--- config.mk ---
export PLATFORM = sky130hd
export DESIGN_NAME = mem_access_controller
export DESIGN_NICKNAME = d
export VERILOG_FILES = /design/src/rtl/mem_access_controller.sv
export SDC_FILE = /design/constraint.sdc
export NUM_CORES = 1
export LEC_CHECK = 0
export CORE_MARGIN = 3
export CORE_UTILIZATION = 46
export CTS_BUF_LIST = sky130_fd_sc_hd__clkbuf_2 sky130_fd_sc_hd__clkbuf_4 sky130_fd_sc_hd__clkbuf_8
export DETAILED_ROUTE_END_ITERATION = 10
export PLACE_DENSITY = 0.81
export SLEW_MARGIN = 20
export SYNTH_ARGS = -nofsm -noshare
export SYNTH_HDL_FRONTEND = slang
export SYNTH_SLANG_ARGS = --single-unit
--- constraint.sdc ---
create_clock -name CLK -period 4.47 [get_ports CLK]
set_input_delay 1.1175 -clock CLK [delete_from_list [all_inputs] [get_ports CLK]]
set_output_delay 1.1175 -clock CLK [all_outputs]
set_load 0.005 [all_outputs]
--- src/rtl/mem_access_controller.sv ---
// -----------------------------------------------------------------------------
// mem_access_controller
//
// Stage-4 data-memory access sequencer for an RV32 pipeline. A load or store
// request is checked for legality (size encoding and natural alignment),
// latched, and presented to a word-wide data memory with byte enables. The
// pipeline is stalled until the memory answers or a cycle budget runs out.
// Loads are aligned and sign/zero-extended into LOAD_DATA; stores are
// lane-replicated so the memory only has to honour DMEM_BYTEEN.
//
// Parameters
//   MAX_WAIT        ACCESS cycles allowed before a timeout fault (1..255)
//
// Ports
//   CLK, RESET      clock (rising edge), asynchronous active-high reset
//   MEM_READ/WRITE  load / store request from stage 4 (write wins if both)
//   FUNCT3          RV32 load/store size and sign encoding
//   ADDRESS         byte address
//   WRITE_DATA      right-aligned store data
//   DMEM_BUSYWAIT   memory busy; low means the access completes this cycle
//   DMEM_READDATA   word returned by memory
//   DMEM_READ/WRITE registered memory strobes, high only in ACCESS
//   DMEM_ADDRESS    word-aligned address
//   DMEM_WRITEDATA  lane-replicated store data
//   DMEM_BYTEEN     byte enables, bit i = byte lane i, non-zero only in ACCESS
//   LOAD_DATA       aligned, extended load result
//   STALL           freeze pipeline stages 1-4
//   ACCESS_FAULT    illegal request (IDLE) or timeout (DONE pulse)
// -----------------------------------------------------------------------------
module mem_access_controller #(
  parameter int unsigned MAX_WAIT = 255
) (
  input  logic        CLK,
  input  logic        RESET,
  input  logic        MEM_READ,
  input  logic        MEM_WRITE,
  input  logic [2:0]  FUNCT3,
  input  logic [31:0] ADDRESS,
  input  logic [31:0] WRITE_DATA,
  input  logic        DMEM_BUSYWAIT,
  input  logic [31:0] DMEM_READDATA,
  output logic        DMEM_READ,
  output logic        DMEM_WRITE,
  output logic [31:0] DMEM_ADDRESS,
  output logic [31:0] DMEM_WRITEDATA,
  output logic [3:0]  DMEM_BYTEEN,
  output logic [31:0] LOAD_DATA,
  output logic        STALL,
  output logic        ACCESS_FAULT
);

  typedef enum logic [1:0] {IDLE, ACCESS, DONE} state_e;

  // Count value seen during the final allowed ACCESS cycle.
  localparam logic [7:0] LAST_CNT = 8'(MAX_WAIT - 1);

  state_e      state_q, state_d;
  logic [7:0]  cnt_q, cnt_d;
  logic [31:0] addr_q, addr_d;
  logic [2:0]  funct3_q, funct3_d;
  logic [31:0] wdata_q, wdata_d;
  logic        is_store_q, is_store_d;
  logic        rd_q, rd_d;
  logic        wr_q, wr_d;
  logic [3:0]  be_q, be_d;
  logic [31:0] load_q, load_d;
  logic        timeout_q, timeout_d;

  logic        req;
  logic        legal;
  logic [3:0]  lane_be;
  logic [31:0] lane_wdata;
  logic [7:0]  byte_sel;
  logic [15:0] half_sel;
  logic [31:0] load_ext;
  logic        stall;
  logic        fault;

  assign req = MEM_READ | MEM_WRITE;

  // Legality: stores have no unsigned variants; halfwords/words need natural
  // alignment.
  always_comb begin
    // NOTE: every signal written in a combinational block gets a default
    // first, so no path leaves it unassigned and no latch is inferred.
    legal = 1'b0;
    case (FUNCT3)
      3'b000:  legal = 1'b1;
      3'b100:  legal = ~MEM_WRITE;
      3'b001:  legal = ~ADDRESS[0];
      3'b101:  legal = ~MEM_WRITE & ~ADDRESS[0];
      3'b010:  legal = (ADDRESS[1:0] == 2'b00);
      default: legal = 1'b0;
    endcase
  end

  // Byte enables and replicated store data, computed from the live request so
  // they can be latched on the IDLE -> ACCESS edge.
  always_comb begin
    lane_be    = 4'b1111;
    lane_wdata = WRITE_DATA;
    case (FUNCT3[1:0])
      2'b00: begin
        lane_be    = 4'b0001 << ADDRESS[1:0];
        lane_wdata = {4{WRITE_DATA[7:0]}};
      end
      2'b01: begin
        lane_be    = ADDRESS[1] ? 4'b1100 : 4'b0011;
        lane_wdata = {2{WRITE_DATA[15:0]}};
      end
      default: begin
        lane_be    = 4'b1111;
        lane_wdata = WRITE_DATA;
      end
    endcase
  end

  // Load alignment and extension from the latched address and size.
  always_comb begin
    case (addr_q[1:0])
      2'b00:   byte_sel = DMEM_READDATA[7:0];
      2'b01:   byte_sel = DMEM_READDATA[15:8];
      2'b10:   byte_sel = DMEM_READDATA[23:16];
      default: byte_sel = DMEM_READDATA[31:24];
    endcase
    half_sel = addr_q[1] ? DMEM_READDATA[31:16] : DMEM_READDATA[15:0];
    case (funct3_q)
      3'b000:  load_ext = {{24{byte_sel[7]}}, byte_sel};
      3'b100:  load_ext = {24'd0, byte_sel};
      3'b001:  load_ext = {{16{half_sel[15]}}, half_sel};
      3'b101:  load_ext = {16'd0, half_sel};
      default: load_ext = DMEM_READDATA;
    endcase
  end

  // Next-state and combinational outputs.
  always_comb begin
    state_d    = state_q;
    cnt_d      = cnt_q;
    addr_d     = addr_q;
    funct3_d   = funct3_q;
    wdata_d    = wdata_q;
    is_store_d = is_store_q;
    rd_d       = rd_q;
    wr_d       = wr_q;
    be_d       = be_q;
    load_d     = load_q;
    timeout_d  = timeout_q;
    stall      = 1'b0;
    fault      = 1'b0;

    case (state_q)
      IDLE: begin
        cnt_d = 8'd0;
        if (req) begin
          if (legal) begin
            stall      = 1'b1;
            addr_d     = ADDRESS;
            funct3_d   = FUNCT3;
            wdata_d    = lane_wdata;
            is_store_d = MEM_WRITE;
            rd_d       = ~MEM_WRITE;
            wr_d       = MEM_WRITE;
            be_d       = lane_be;
            state_d    = ACCESS;
          end else begin
            fault = 1'b1;
          end
        end
      end
      ACCESS: begin
        stall = 1'b1;
        if (!DMEM_BUSYWAIT) begin
          rd_d    = 1'b0;
          wr_d    = 1'b0;
          be_d    = 4'b0000;
          if (!is_store_q) load_d = load_ext;
          state_d = DONE;
        end else if (cnt_q == LAST_CNT) begin
          // Memory never answered: abandon and report in DONE.
          rd_d      = 1'b0;
          wr_d      = 1'b0;
          be_d      = 4'b0000;
          if (!is_store_q) load_d = 32'd0;
          timeout_d = 1'b1;
          state_d   = DONE;
        end else begin
          cnt_d = cnt_q + 8'd1;
        end
      end
      DONE: begin
        // The request is still asserted here; it belongs to the instruction
        // just finished, so it is deliberately ignored.
        fault     = timeout_q;
        timeout_d = 1'b0;
        state_d   = IDLE;
      end
      default: state_d = IDLE;
    endcase
  end

  always_ff @(posedge CLK or posedge RESET) begin
    if (RESET) begin
      state_q    <= IDLE;
      cnt_q      <= 8'd0;
      addr_q     <= 32'd0;
      funct3_q   <= 3'd0;
      wdata_q    <= 32'd0;
      is_store_q <= 1'b0;
      rd_q       <= 1'b0;
      wr_q       <= 1'b0;
      be_q       <= 4'b0000;
      load_q     <= 32'd0;
      timeout_q  <= 1'b0;
    end else begin
      // NOTE: non-blocking assignments make every register update from the
      // pre-edge values, independent of statement order.
      state_q    <= state_d;
      cnt_q      <= cnt_d;
      addr_q     <= addr_d;
      funct3_q   <= funct3_d;
      wdata_q    <= wdata_d;
      is_store_q <= is_store_d;
      rd_q       <= rd_d;
      wr_q       <= wr_d;
      be_q       <= be_d;
      load_q     <= load_d;
      timeout_q  <= timeout_d;
    end
  end

  assign DMEM_READ      = rd_q;
  assign DMEM_WRITE     = wr_q;
  assign DMEM_ADDRESS   = {addr_q[31:2], 2'b00};
  assign DMEM_WRITEDATA = wdata_q;
  assign DMEM_BYTEEN    = be_q;
  assign LOAD_DATA      = load_q;
  // Combinational outputs are masked so reset takes effect without an edge.
  assign STALL          = stall & ~RESET;
  assign ACCESS_FAULT   = fault & ~RESET;

endmodule

==> flow_metrics.py, run 1 <==
metrics = {
    "logic_synthesis": {
        "synth_cell_types": 45,
        "ys_ff_latch": 117,
        "syn_area_per_cell_um2": 11.6,
        "synth_edf_count": 0,
        "synthesis.area_mm2": 0.00576,
        "ys_async_sr_fraction_pct": 100,
        "yosysWarnings": 0,
        "ys_seq_area_share_pct": 50.9,
        "syn_inst": 495,
        "synth_flop_cell": "dfrtp_1",
    },
    "timing": {
        "hold_viol": 0,
        "setup_viol": 0,
        "fin_skew_ns": 0.00979,
        "maxSlewViolCount": 0,
        "post-route-period-util_pct": 97.2,
        "slew_headroom_pct": 33.2,
        "worst_slew_pin_slew_ns": 1.00,
        "rsz0062_at_grt": "no",
        "fmax_ghz": 0.230,
        "setup_ws_ns": 0.126,
        "tns_ns": 0,
        "fin_crit_ns": 4.34,
    },
    "layout": {
        "post-route-util_pct": 66.9,
        "fin_nets": 775,
        "stdcell_area_mm2": 0.00810,
        "finalNonFillerCells": 847,
        "diodes": 0,
        "area_growth_pct": 40.7,
        "final_cell_mix": "clkdlybuf4s50_1, dfrtp_1, nand2_1",
        "layout_commonest_cell": "clkdlybuf4s50_1",
        "layout-drive-gt1-share_pct": 13.0,
        "fillCellCount": 941,
    },
    "global_routing": {
        "grtUsageTotal_pct": 22.6,
        "grt-ovfl-total": 0,
        "grt_pass1_wl_mm": 25.1,
        "grt_max_degree": 75,
        "grt_pass1_vias": 4814,
        "antenna_found_initial": 0,
    },
    "floorplan": {
        "placementRows": 40,
        "coreArea_mm2": 0.0121,
        "die_area_mm2": 0.0139,
        "fp.dieH_um": 118,
        "die_x_um": 118,
        "io_pins": 208,
        "initial_core_util_pct": 47.5,
    },
    "placement": {
        "io_buffers": 205,
        "place_hpwl_mm": 11.2,
        "place_congestion": 0.849,
        "placed_cell_area_mm2": 0.00772,
        "post-place-ws_ns": -0.0372,
        "dp_cells": 818,
    },
    "worst_setup_path": {
        "critical_path.top_delay_family": "buffers and inverters",
        "worstPathCellList": "clkdlybuf4s50_1 > or4_4 > a211o_4 > a211oi_1 > clkdlybuf4s50_1",
        "slowest_delay_ns": 0.55,
        "required_ns": 3.35,
        "startpoint_type": "primary input",
        "end_kind": "primary output",
        "cp_slowest_cell": "or4_4",
        "crit_top_cell": "clkdlybuf4s50_1",
        "crit_buf_inv": 2,
        "arrival_ns": 3.23,
        "worstSetupPathType": "primary input to primary output",
        "critical_path.max_fanout": 3,
    },
    "flow_run": {
        "drv_cap": 0,
    },
    "clocking": {
        "cts_root_buf": "clkbuf_8",
        "path_clk_slew_ns": 0.06,
        "clkSinkCount": 117,
        "numCtsBuffers": 17,
        "clk-insertion-delay-late_ns": 0.43,
        "cts.htree.levels": 4,
        "cts_tree": "built",
        "postCtsSetupBuffers": 0,
        "clock_path_buffers": 2,
    },
    "detailed_routing": {
        "wirelength_mm": 15.4,
        "wl_per_cell_um": 18.2,
        "vias_per_cell": 5.43,
        "drc": 0,
        "drt_iter0_markers": 381,
        "vias": 4601,
        "ant_nets": 0,
        "dr.pass1.iters": 5,
    },
    "power_and_ir_drop": {
        "power_leakage_uw": 0.00351,
        "irDropWorstVdd_uv": 338,
        "powerDensity_mw_per_mm2": 534,
    },
    "outcome": {
        "status": "complete, no violations",
    },
    "min_path": {
        "hp-class": "flip-flop to flip-flop",
    },
}
[per-layer routing]
layer	vias to the layer above	GRT usage, %	share of wire [%]	routed length (um)
li1	2120	-	-	-
met4	0	8.13	1.6	252
met1	2264	27.2	41	6270
met5	-	0	0	0
met2	195	36.8	49	7590
met3	22	9.08	8.5	1310
[path summary, 6_finish.rpt]
check                                          startpoint  cells after the start                             end  slack, ns
setup / recovery                               ADDRESS[0]                      5                           STALL       0.13
hold / removal             DMEM_WRITEDATA[12]$_DFFE_PP0P_                      2  DMEM_WRITEDATA[12]$_DFFE_PP0P_       0.49
setup reg to reg                  funct3_q[1]$_DFFE_PP0P_                      4       LOAD_DATA[16]$_DFFE_PP0P_       1.83
hold reg to reg            DMEM_WRITEDATA[12]$_DFFE_PP0P_                      2  DMEM_WRITEDATA[12]$_DFFE_PP0P_       0.49
max in group asynchronous                           RESET                      3        LOAD_DATA[7]$_DFFE_PP0P_       2.25
min in group asynchronous                           RESET                      2       LOAD_DATA[13]$_DFFE_PP0P_       1.29
[timing repair]
action	4_1_cts	5_1_grt
endpoints found under the hold margin	0	0
resized for setup	2	0
hold buffers	0	0
setup endpoints to repair	1	0
[kinds of logic (layout without fill, tap and decap cells)]
logic type,Yosys count,count (layout),synth area share (%)
compound gates,125,125,15.8
xor+xnor,1,1,0.152
fa+ha+maj,2,2,0.435
buf+inv,71,254,7.52
flops,117,117,50.9
mux,77,77,16.8
other cells,1,2,0.0652
simple gates,101,101,8.30
[flip-flops by register name, indices dropped and copies added, names as in the netlist]
register        flops
DMEM_READ           1
cnt_q               8
DMEM_WRITE          1
timeout_q           1
funct3_q            3
addr_q             32
is_store_q          1
state_q             2
DMEM_BYTEEN         4
DMEM_WRITEDATA     32
LOAD_DATA          32
[worst register-to-register path: cells and delay by family, from the launching register on]
kind / cells / cell delay (ns)
AOI/OAI and AO/OA: 2 / 1.12
DFF: 1 / 0.65
and+or+nand+nor: 2 / 0.79
[metrics by stage]
stage	hold WS, ns	power (uW)
floorplan	0.448	2520
global placement	0.464	3340
detailed placement	0.476	3390
CTS	0.495	4360
global route	0.505	4570
finish	0.494	4320
[final cells by class]
type	count	area, um2	share of cell area, %
flip-flops and latches	117	2930	36.1
clock buffers	24	305	3.77
repair buffers	215	2130	26.2
clock inverters	5	75.1	0.927
well taps	168	210	2.59
multi-input cells	308	2420	29.8
inverters	10	40.0	0.494
[cells in the mapped netlist (all sizes together) (2+ instances only)]
library cell  number  share of area [%]
nor3               3               0.26
nand3              5               0.43
mux2i             33                5.7
ha                 2               0.43
nor2b              3               0.33
o21ai             40                3.5
o31ai              2               0.26
a32o               9                1.6
inv               10               0.65
nand2b            10                1.1
or2                3               0.33
clkbuf            15               0.98
or3               10                1.1
mux2              44                 11
a21oi             21                1.8
nor2              17                1.1
nand2             43                2.8
dfrtp            117                 51
o211ai             5               0.65
o211a              2               0.35
buf               46                5.9
a221o             17                3.0
nand4              3               0.33
o221ai             6               0.91
o311ai             2               0.30
o2bb2ai           14                2.1
[power breakdown]
group / internal, uW / switching, uW
combinational: 1090 / 564
sequential: 1430 / 295
clock: 553 / 395
No activity file was read; power rests on OpenSTA's default activity.
==> inputs of run 2 (changes only) <==
SLEW_MARGIN = default   (was 20)
==> results of run 2 <==
Final layout, timing and power as in run 1 (identical DEF).
==> inputs of run 3 (changes only) <==
GPL_TIMING_DRIVEN = 0   (was default)
==> run 3 against run 2 <==
Clock skew decreased by 0.0049 ns. Core utilization rose by 2.9 points. Combinational power up 14%. Non-clock buffer count increased by 52. Global-route usage up 1.5 points. Cell count is 6.1% higher. Clock power is 1% higher. Final area up 4.3%. Largest cell class unchanged. Sequential share of layout area is 1.5 points lower. Count of clock-buffer cells in the layout is 2 higher.
==> flow_metrics.py, run 3 (synthesis gave the netlist of run 1 again) <==
metrics = {
    "timing": {
        "setup_ws_ns": 0.120,
        "slew_headroom_pct": 35.0,
        "maxSlewViolCount": 0,
        "fmax_ghz": 0.230,
        "post-route-period-util_pct": 97.3,
        "holdWs_ns": 0.488,
        "fin_crit_ns": 4.35,
        "rsz0062_at_grt": "no",
        "hold_viol": 0,
        "worst_slew_pin_slew_ns": 0.972,
        "setup_viol": 0,
        "fin_skew_ns": 0.00492,
    },
    "power_and_ir_drop": {
        "total_power_uw": 4520,
        "switchingPower_uw": 1310,
        "p_int_uw": 3210,
        "power_leakage_uw": 0.00371,
        "powerDensity_mw_per_mm2": 534,
        "combPwrFrac_pct": 41.5,
        "switching_share_pct": 29.0,
        "irDropWorstVdd_uv": 288,
        "clockPowerShare_pct": 21.2,
        "seq_power_share_pct": 37.3,
    },
    "global_routing": {
        "antenna_found_initial": 0,
        "grtUsageTotal_pct": 24.1,
        "grt_use_met3_pct": 9.23,
        "use_met2_pct": 40.4,
        "grtUsageMet1_pct": 27.8,
        "grt_pass1_wl_mm": 26.6,
        "grt-ovfl-total": 0,
        "grt.busiest_layer": "met2",
        "grt_pass1_vias": 5132,
        "grt_max_degree": 62,
    },
    "detailed_routing": {
        "ant_nets": 0,
        "vias_per_cell": 5.33,
        "drt_iter0_markers": 264,
        "drc": 0,
        "wirelength_mm": 16.6,
        "vias": 4788,
        "dr.pass1.iters": 4,
        "wl_per_cell_um": 18.5,
    },
    "floorplan": {
        "coreArea_mm2": 0.0121,
        "die_x_um": 118,
        "die_area_mm2": 0.0139,
        "placementRows": 40,
        "io_pins": 208,
        "initial_core_util_pct": 47.5,
        "fp.dieH_um": 118,
    },
    "worst_setup_path": {
        "arrival_ns": 3.23,
        "worstSetupPathType": "primary input to primary output",
        "worstPathCellList": "clkdlybuf4s50_1 > or4_4 > a211o_1 > buf_4 > buf_6 > a211oi_1 > dlygate4sd2_1",
        "end_kind": "primary output",
        "startpoint_type": "primary input",
        "crit_cells": 7,
        "cp_slowest_cell": "or4_4",
        "r2r_cells": 7,
        "critical_path.max_fanout": 10,
        "critical_path.top_delay_family": "buffers and inverters",
        "crit_buf_inv": 4,
        "required_ns": 3.35,
        "slowest_delay_ns": 0.52,
    },
    "clocking": {
        "numCtsBuffers": 17,
        "path_clk_slew_ns": 0.06,
        "cts.repair.resized": 5,
        "clkSinkCount": 117,
        "clk-insertion-delay-late_ns": 0.43,
        "postCtsSetupBuffers": 0,
        "clock_path_buffers": 2,
        "cts_root_buf": "clkbuf_8",
        "hold_buffers": 0,
        "cts_tree": "built",
        "cts.htree.levels": 4,
    },
    "placement": {
        "place_hpwl_mm": 12.4,
        "post-place-ws_ns": -0.394,
        "io_buffers": 205,
        "place_congestion": 0.870,
    },
    "layout": {
        "fillCellCount": 933,
        "multi_input_area_mm2": 0.00240,
        "layout_commonest_cell": "clkdlybuf4s50_1",
        "regArea_mm2": 0.00293,
        "final_cell_mix": "clkdlybuf4s50_1, dfrtp_1, nand2_1",
        "fin_nets": 827,
        "diodes": 0,
        "area_growth_pct": 46.8,
        "layout-drive-gt1-share_pct": 16.3,
    },
    "min_path": {
        "hp-class": "flip-flop to flip-flop",
        "min_path_cells": 1,
    },
    "flow_run": {
        "drv_cap": 0,
    },
    "outcome": {
        "status": "complete, no violations",
    },
}
==> run 3: cell types whose count changed in the layout (fill, tap and decap cells not counted), sizes merged <==
cell           change
clkinv             -1
dlygate4sd2        +2
bufinv             -1
buf               +37
clkbuf            +17
clkdlybuf4s50      -2
==> run 3: path summary, 6_finish.rpt <==
path / from / endpoint / slack (ns)
worst min-delay path: DMEM_READ$_DFFE_PP0P_ / DMEM_READ$_DFFE_PP0P_ / 0.49
max in group asynchronous: RESET / LOAD_DATA[7]$_DFFE_PP0P_ / 2.60
worst max-delay path: ADDRESS[1] / STALL / 0.12
worst max register to register: cnt_q[0]$_DFFE_PP0P_ / LOAD_DATA[20]$_DFFE_PP0P_ / 2.16
min in group asynchronous: RESET / is_store_q$_DFFE_PP0P_ / 1.17
worst min register to register: DMEM_READ$_DFFE_PP0P_ / DMEM_READ$_DFFE_PP0P_ / 0.49
==> run 3: area by class of cell <==
type	count	area share (%)
sequential	117	34.7
multi-input combinational	308	28.4
timing repair buffer	206	24.6
buffer	61	4.71
clock buffer	26	4.16
tap	168	2.49
inverter	10	0.504
clock inverter	3	0.474
==> run 3: layer usage <==
| layer | vias up | share of wire [%] |
|---|---|---|
| li1 | 2225 | - |
| met1 | 2348 | 40 |
| met2 | 181 | 49 |
| met3 | 34 | 8.5 |
| met4 | 0 | 2.6 |
| met5 | - | 0 |
==> run 3: power groups by stage <==
stage                     clock, uW  sequential [uW]  combinational [uW]
after floorplan                   0             1660                 865
after global placement            0             1670                1840
after detailed placement          0             1690                1890
after CTS                       969             1680                1900
after global routing           1010             1730                2020
final                           957             1680                1880
==> run 3: through the flow <==
step	instances	area [um2]	utilization [%]	TNS, ns
2_1_floorplan	496	5760	-	0
3_3_place_gp	869	8020	66.2	-166.18
3_5_place_dp	870	8050	66.5	-0.394
4_1_cts	899	8450	69.8	0
5_1_grt	899	8450	69.8	0
6_report	899	8450	69.8	0
